==> src/rtl/cnn_pkg.sv <==
// ---------------------------------------------------------------------------
// cnn_pkg
// Shared definitions for the CNN bias path.
//   bias_state_e       : control states of the bias loader
//   BIAS_*_DEFAULT     : default feature count and bias word width
//   bias_idx_width()   : width of the word index for a given feature count
// ---------------------------------------------------------------------------
package cnn_pkg;

    typedef enum logic [2:0] {
        IDLE   = 3'd0,
        LOAD   = 3'd1,
        CHECK  = 3'd2,
        COMMIT = 3'd3,
        DONE   = 3'd4
    } bias_state_e;

    localparam int BIAS_NUM_FEATURES_DEFAULT = 3;
    localparam int BIAS_DATA_WIDTH_DEFAULT   = 32;

    // A single-word load (no features) still needs a 1-bit index.
    function automatic int bias_idx_width(input int num_features);
        return (num_features > 0) ? $clog2(num_features + 1) : 1;
    endfunction

endpackage

==> src/rtl/bias_loader.sv <==
// ---------------------------------------------------------------------------
// bias_loader
// Collects NUM_FEATURES+1 signed bias words from a valid/ready stream into a
// staging array, then issues a single-cycle active-low write strobe so the
// bias memory captures the whole set at once.
//
// Ports
//   clk                 : clock, all state updates on posedge
//   rst                 : asynchronous active-low reset
//   start               : request a new load, only looked at in IDLE
//   in_valid/in_ready   : stream handshake, word taken when both are high
//   in_data             : signed stream word
//   bias_WrEn           : active-low memory write strobe, low only in COMMIT
//   bias_weights_staged : assembled bias words
//   busy                : high whenever not IDLE
//   done                : one-cycle pulse after a commit
//   err                 : one-cycle pulse on checksum mismatch
//
// Build option
//   BIAS_LOADER_CHECKSUM_EN : when defined, one extra stream word after the
//   biases carries their modulo-2^BIAS_DATA_WIDTH sum; a mismatch drops the
//   load without touching the memory. When undefined, err is tied low.
// ---------------------------------------------------------------------------
module bias_loader
    import cnn_pkg::*;
#(
    parameter int NUM_FEATURES    = BIAS_NUM_FEATURES_DEFAULT,
    parameter int BIAS_DATA_WIDTH = BIAS_DATA_WIDTH_DEFAULT
) (
    input  logic                              clk,
    input  logic                              rst,
    input  logic                              start,
    input  logic                              in_valid,
    output logic                              in_ready,
    input  logic signed [BIAS_DATA_WIDTH-1:0] in_data,
    output logic                              bias_WrEn,
    output logic signed [BIAS_DATA_WIDTH-1:0] bias_weights_staged [NUM_FEATURES+1],
    output logic                              busy,
    output logic                              done,
    output logic                              err
);

    localparam int                IDX_W    = bias_idx_width(NUM_FEATURES);
    localparam logic [IDX_W-1:0]  LAST_IDX = IDX_W'(NUM_FEATURES);

    bias_state_e                       state_q, state_d;
    logic        [IDX_W-1:0]           idx_q, idx_d;
    logic signed [BIAS_DATA_WIDTH-1:0] staged_q [NUM_FEATURES+1];
    logic signed [BIAS_DATA_WIDTH-1:0] staged_d [NUM_FEATURES+1];
`ifdef BIAS_LOADER_CHECKSUM_EN
    logic signed [BIAS_DATA_WIDTH-1:0] sum_q, sum_d;
    logic                              err_q, err_d;
`endif

    always_ff @(posedge clk or negedge rst) begin
        if (!rst) begin
            state_q <= IDLE;
            idx_q   <= '0;
            for (int i = 0; i < NUM_FEATURES + 1; i++) begin
                staged_q[i] <= '0;
            end
`ifdef BIAS_LOADER_CHECKSUM_EN
            sum_q   <= '0;
            err_q   <= 1'b0;
`endif
        end else begin
            state_q  <= state_d;
            idx_q    <= idx_d;
            staged_q <= staged_d;
`ifdef BIAS_LOADER_CHECKSUM_EN
            sum_q    <= sum_d;
            err_q    <= err_d;
`endif
        end
    end

    // in_ready is only high in LOAD and CHECK, so in those states an accepted
    // word is simply in_valid.
    always_comb begin
        state_d  = state_q;
        idx_d    = idx_q;
        staged_d = staged_q;
`ifdef BIAS_LOADER_CHECKSUM_EN
        sum_d    = sum_q;
        err_d    = 1'b0;
`endif
        case (state_q)
            IDLE: begin
                if (start) begin
                    state_d = LOAD;
                    idx_d   = '0;
`ifdef BIAS_LOADER_CHECKSUM_EN
                    sum_d   = '0;
`endif
                end
            end
            LOAD: begin
                if (in_valid) begin
                    staged_d[idx_q] = in_data;
`ifdef BIAS_LOADER_CHECKSUM_EN
                    sum_d = sum_q + in_data;
`endif
                    if (idx_q == LAST_IDX) begin
                        idx_d = '0;
`ifdef BIAS_LOADER_CHECKSUM_EN
                        state_d = CHECK;
`else
                        state_d = COMMIT;
`endif
                    end else begin
                        idx_d = idx_q + IDX_W'(1);
                    end
                end
            end
`ifdef BIAS_LOADER_CHECKSUM_EN
            // A bad checksum abandons the load; the staged words are left
            // as-is but never strobed into memory.
            CHECK: begin
                if (in_valid) begin
                    if (in_data == sum_q) begin
                        state_d = COMMIT;
                    end else begin
                        state_d = IDLE;
                        err_d   = 1'b1;
                    end
                end
            end
`endif
            COMMIT:  state_d = DONE;
            DONE:    state_d = IDLE;
            default: state_d = IDLE;
        endcase
    end

    // Strobe comes straight from the registered state so it is glitch-free
    // and stable for the whole COMMIT cycle, including the negedge capture.
    assign in_ready            = (state_q == LOAD) || (state_q == CHECK);
    assign bias_WrEn           = (state_q != COMMIT);
    assign busy                = (state_q != IDLE);
    assign done                = (state_q == DONE);
    assign bias_weights_staged = staged_q;
`ifdef BIAS_LOADER_CHECKSUM_EN
    assign err                 = err_q;
`else
    assign err                 = 1'b0;
`endif

endmodule

==> config.mk <==
export PLATFORM = sky130hd
export DESIGN_NAME = bias_loader
export DESIGN_NICKNAME = d
export VERILOG_FILES = /design/src/rtl/cnn_pkg.sv /design/src/rtl/bias_loader.sv
export SDC_FILE = /design/constraint.sdc
export NUM_CORES = 1
export LEC_CHECK = 0
export ABC_AREA = 1
export ABC_CLOCK_PERIOD_IN_PS = 2300
export BUFFER_PORTS_ARGS = -buffer_cell sky130_fd_sc_hd__clkbuf_2
export CAP_MARGIN = 10
export CORE_MARGIN = 3
export CORE_UTILIZATION = 54
export CTS_CLUSTER_DIAMETER = 60
export DETAILED_ROUTE_END_ITERATION = 16
export PLACE_DENSITY = 0.85
export SLEW_MARGIN = 25
export SYNTH_ARGS = -nofsm -noshare
export SYNTH_HDL_FRONTEND = slang
export SYNTH_SLANG_ARGS = --single-unit
==> constraint.sdc <==
create_clock -name clk -period 2.3 [get_ports clk]
set_clock_uncertainty 0.1 [all_clocks]
set_input_delay 0 -clock clk [delete_from_list [all_inputs] [get_ports clk]]
set_output_delay 0 -clock clk [all_outputs]
set_load 0.005 [all_outputs]
==> metrics.md <==
| Metric | Value |
|---|---|
| Status | complete, no violations |
| Crit path to | bias_weights_staged[40]$_DFFE_PN0P_ |
| Switch share | 33.7% |
| Die height | approximately 100 um |
| Layout cells sized above 1 | between 30% and 40% |
| Crit path max fanout | 64 |
| Internal power | about 6.5 mW |
| Unique masters post-synth | 22 |
| Cell count along the critical path | 3 |
| Crit path launch type | flip-flop |
| Area Overhead vs Synth | 36.9% |
| Cell Rows | 34 |
| Post-synthesis sequential area ratio | about two thirds |
| RSZ-0062 raised after global routing | true |
| Slew Limit Fails | 0 |
| Final core occ | around four fifths |
| Reg-to-Reg Start | state_q[0]$_DFFE_PN0P_ |
| Post-layout min period | around 2100 ps |
| Initial antenna violation count | 0 |
| Syn Area/Cell | 10.5 um^2 |
| CTS tree | yes |
| Crit path from | state_q[0]$_DFFE_PN0P_ |
| Post-Syn Instances | 485 |
| Max Fclk | around 470 MHz |
| Most frequent cells in the layout | clkbuf_2, nand2_1, dfrtp_1 |
| Leakage | 3.72 nW |
| GRT Residual Overflow | 0 |
| Number of global-route vias before repair | approximately 4300 |
| Routed Antenna Nets | 0 |
| Die W | 103 um |
| Global-route wire length before repair | 21.4 mm |
| Via count | approximately 4200 |
| Slew @ Worst Pin | approximately 940 ps |
| Port Buf Inserts | between 150 and 200 |
| Synthesized Nets | ~530 |
| Critical path's top delay family | simple AND/OR/NAND/NOR gates |
| Final WL | about 14 mm |
| WL/cell | about 17 um |
| IO Count | about 170 |
| Core Area | around 9000 um^2 |
| FF-to-FF setup slack | about 150 ps |
| Post-DR vias/cell | approximately 5.2 |
| Crit path DAT | between 2000 and 2500 ps |
| DIE AREA | approximately 11000 um^2 |
| Max-Cap Viols | 0 |
| Post-synthesis cell area | 5100 um^2 |
| Setup CP Type | flip-flop to flip-flop |
| Crit-path max cell delay | about 790 ps |
| Synth area leader | dfrtp_1 |
| Clk root buf | clkbuf_8 |
| Initial Util | a little under three fifths |
| Cell Pwr Density | approximately 1400 nW/um^2 |
| CP cell instances | nand4_4 -> nand2_1 -> o21ai_1 |
| Required @ worst endpoint | approximately 2600 ps |
| Worst R2R Path Depth | 3 |
| R2R Path End | bias_weights_staged[40]$_DFFE_PN0P_ |
| H-tree Lvls | 4 |
| Drt first-iter violations | between 100 and 150 |
| Synthesized flop and latch total | about 130 |
| Largest cells by area after synthesis | dfrtp_1, o21ai_1, nand2_1, o21ai_2, inv_1 |
| Synth top area share | approximately 65% |
| Yosys warning count | 0 |
| Hold path start | in_data[26] |
| Gr usage total | 26.5% |
| Largest net degree at the start of global routing | about 70 |
| # setup viols final | 0 |
| Max IR drop VDD | about 0.77 mV |
| Cts repair resizes | 0 |
| Net Switching | approximately 3.3 mW |
| Final Wtd Congestion | 0.836 |
| CTS Sinks | 133 |
| Final Net Count | just over 700 |
| Most common cell after layout, fill and taps aside | clkbuf_2 |
| Reg power frac | about two fifths |
| Clock Pin Slew Worst Setup and Hold Paths | roughly 60 ps |
| Crit. End Element | flip-flop |
| WP buf/inv | 0 |
| Fin crit share | between 90% and 100% |
| Rel. slew slack | roughly 37% |
| Detail Placement HPWL | 8.52 mm |
| Clk_lat worst skew | 510 ps |
| DRC violations left | 0 |
| Final Hold Viols | 0 |
| Comb pwr share | 30.8% |
| Slowest CP cell | nand4_4 |
| Tightest Hold Check Type | input port to flip-flop |
| Clock network power share | around 28% |
| Sum Neg Setup Slack | 0 ps |
| Longest Clk Path Bufs | 2 |
| 1st-pass router iterations | 4 |
| TritonCTS Buffers | 17 |
metrics by stage:
stage	hold WS (ps)	cells	power (mW)	instance area, um^2	setup WS (ps)
floorplan	-396	485	5.46	5100	922
global placement	-145	738	6.81	5980	308
detailed placement	-137	738	7.00	5980	185
CTS	198	807	9.90	6980	162
global route	244	807	10.5	6980	-43.0
finish	227	808	9.86	6980	152
worst min path at each step:
stage,to,depth (start not counted)
floorplan,bias_weights_staged[0]$_DFFE_PN0P_,0
global placement,bias_weights_staged[47]$_DFFE_PN0P_,1
detailed placement,bias_weights_staged[78]$_DFFE_PN0P_,1
CTS,bias_weights_staged[58]$_DFFE_PN0P_,4
global route,bias_weights_staged[122]$_DFFE_PN0P_,4
finish,bias_weights_staged[90]$_DFFE_PN0P_,4
per-layer routing:
metal	routed length (um)	GRT usage (%)	up-vias
met5	0	0	-
met4	144	6.87	0
met3	1120	9.47	15
met2	6980	46.1	180
met1	5300	31.4	2052
li1	-	-	1979
final cells by class:
cell class / instances / area (um^2)
Antenna cell: 1 / 2.50
Clock inverter: 12 / 179
Fill cell: 540 / 1950
Tap cell: 108 / 135
Clock buffer: 20 / 435
Inverter: 39 / 146
Sequential cell: 133 / 3330
Multi-Input combinational cell: 285 / 1450
Timing Repair Buffer: 210 / 1300
tightest hold or removal path, cell delays in order:
cell	delay, ps
dlygate4sd3_1	520
clkbuf_2	90
inv_1	60
o21ai_1	120
synth_stat cells:
master    instances
buf_2            20
buf_4             1
buf_6             6
clkbuf_1          1
conb_1            1
dfrtp_1         133
ha_1              4
inv_1            38
inv_2             1
nand2_1         137
nand3_1           2
nand3b_1          1
nand4_1           1
nand4_2           1
nand4_4           3
nor2_1            2
nor2_8            1
nor3_1            1
o21ai_0           2
o21ai_1         105
o21ai_2          23
or2_2             1
flip-flops by register name, summed over array words and instances, names as in the netlist:
register             count
bias_weights_staged    128
idx_q                    2
state_q                  3
power by group through the flow:
stage / Sequential, mW / Clock (mW) / Combinational [mW]
after floorplan: 4.01 / 0 / 1.44
after global placement: 4.00 / 0 / 2.80
after detailed placement: 4.04 / 0 / 2.96
after CTS: 4.03 / 2.81 / 3.06
after global routing: 4.15 / 2.93 / 3.45
final: 4.05 / 2.78 / 3.03
kinds of logic after synthesis:
kind of cell | count (synthesis) | share of synthesized area [%]
AND/OR/NAND/NOR | 150 | 12.8
flip-flops | 133 | 65.3
AO/OA/AOI/OAI | 130 | 14.5
buffers and inverters | 67 | 6.38
adder cells (fa/ha/maj) | 4 | 0.982
other | 1 | 0.0736
repair_timing:
action,in CTS,in global routing
endpoints found under the setup margin,0,9
endpoints found under the hold margin,264,0
setup buffers,0,0
hold buffers,37,0
Power figures use the tool's default switching activity.
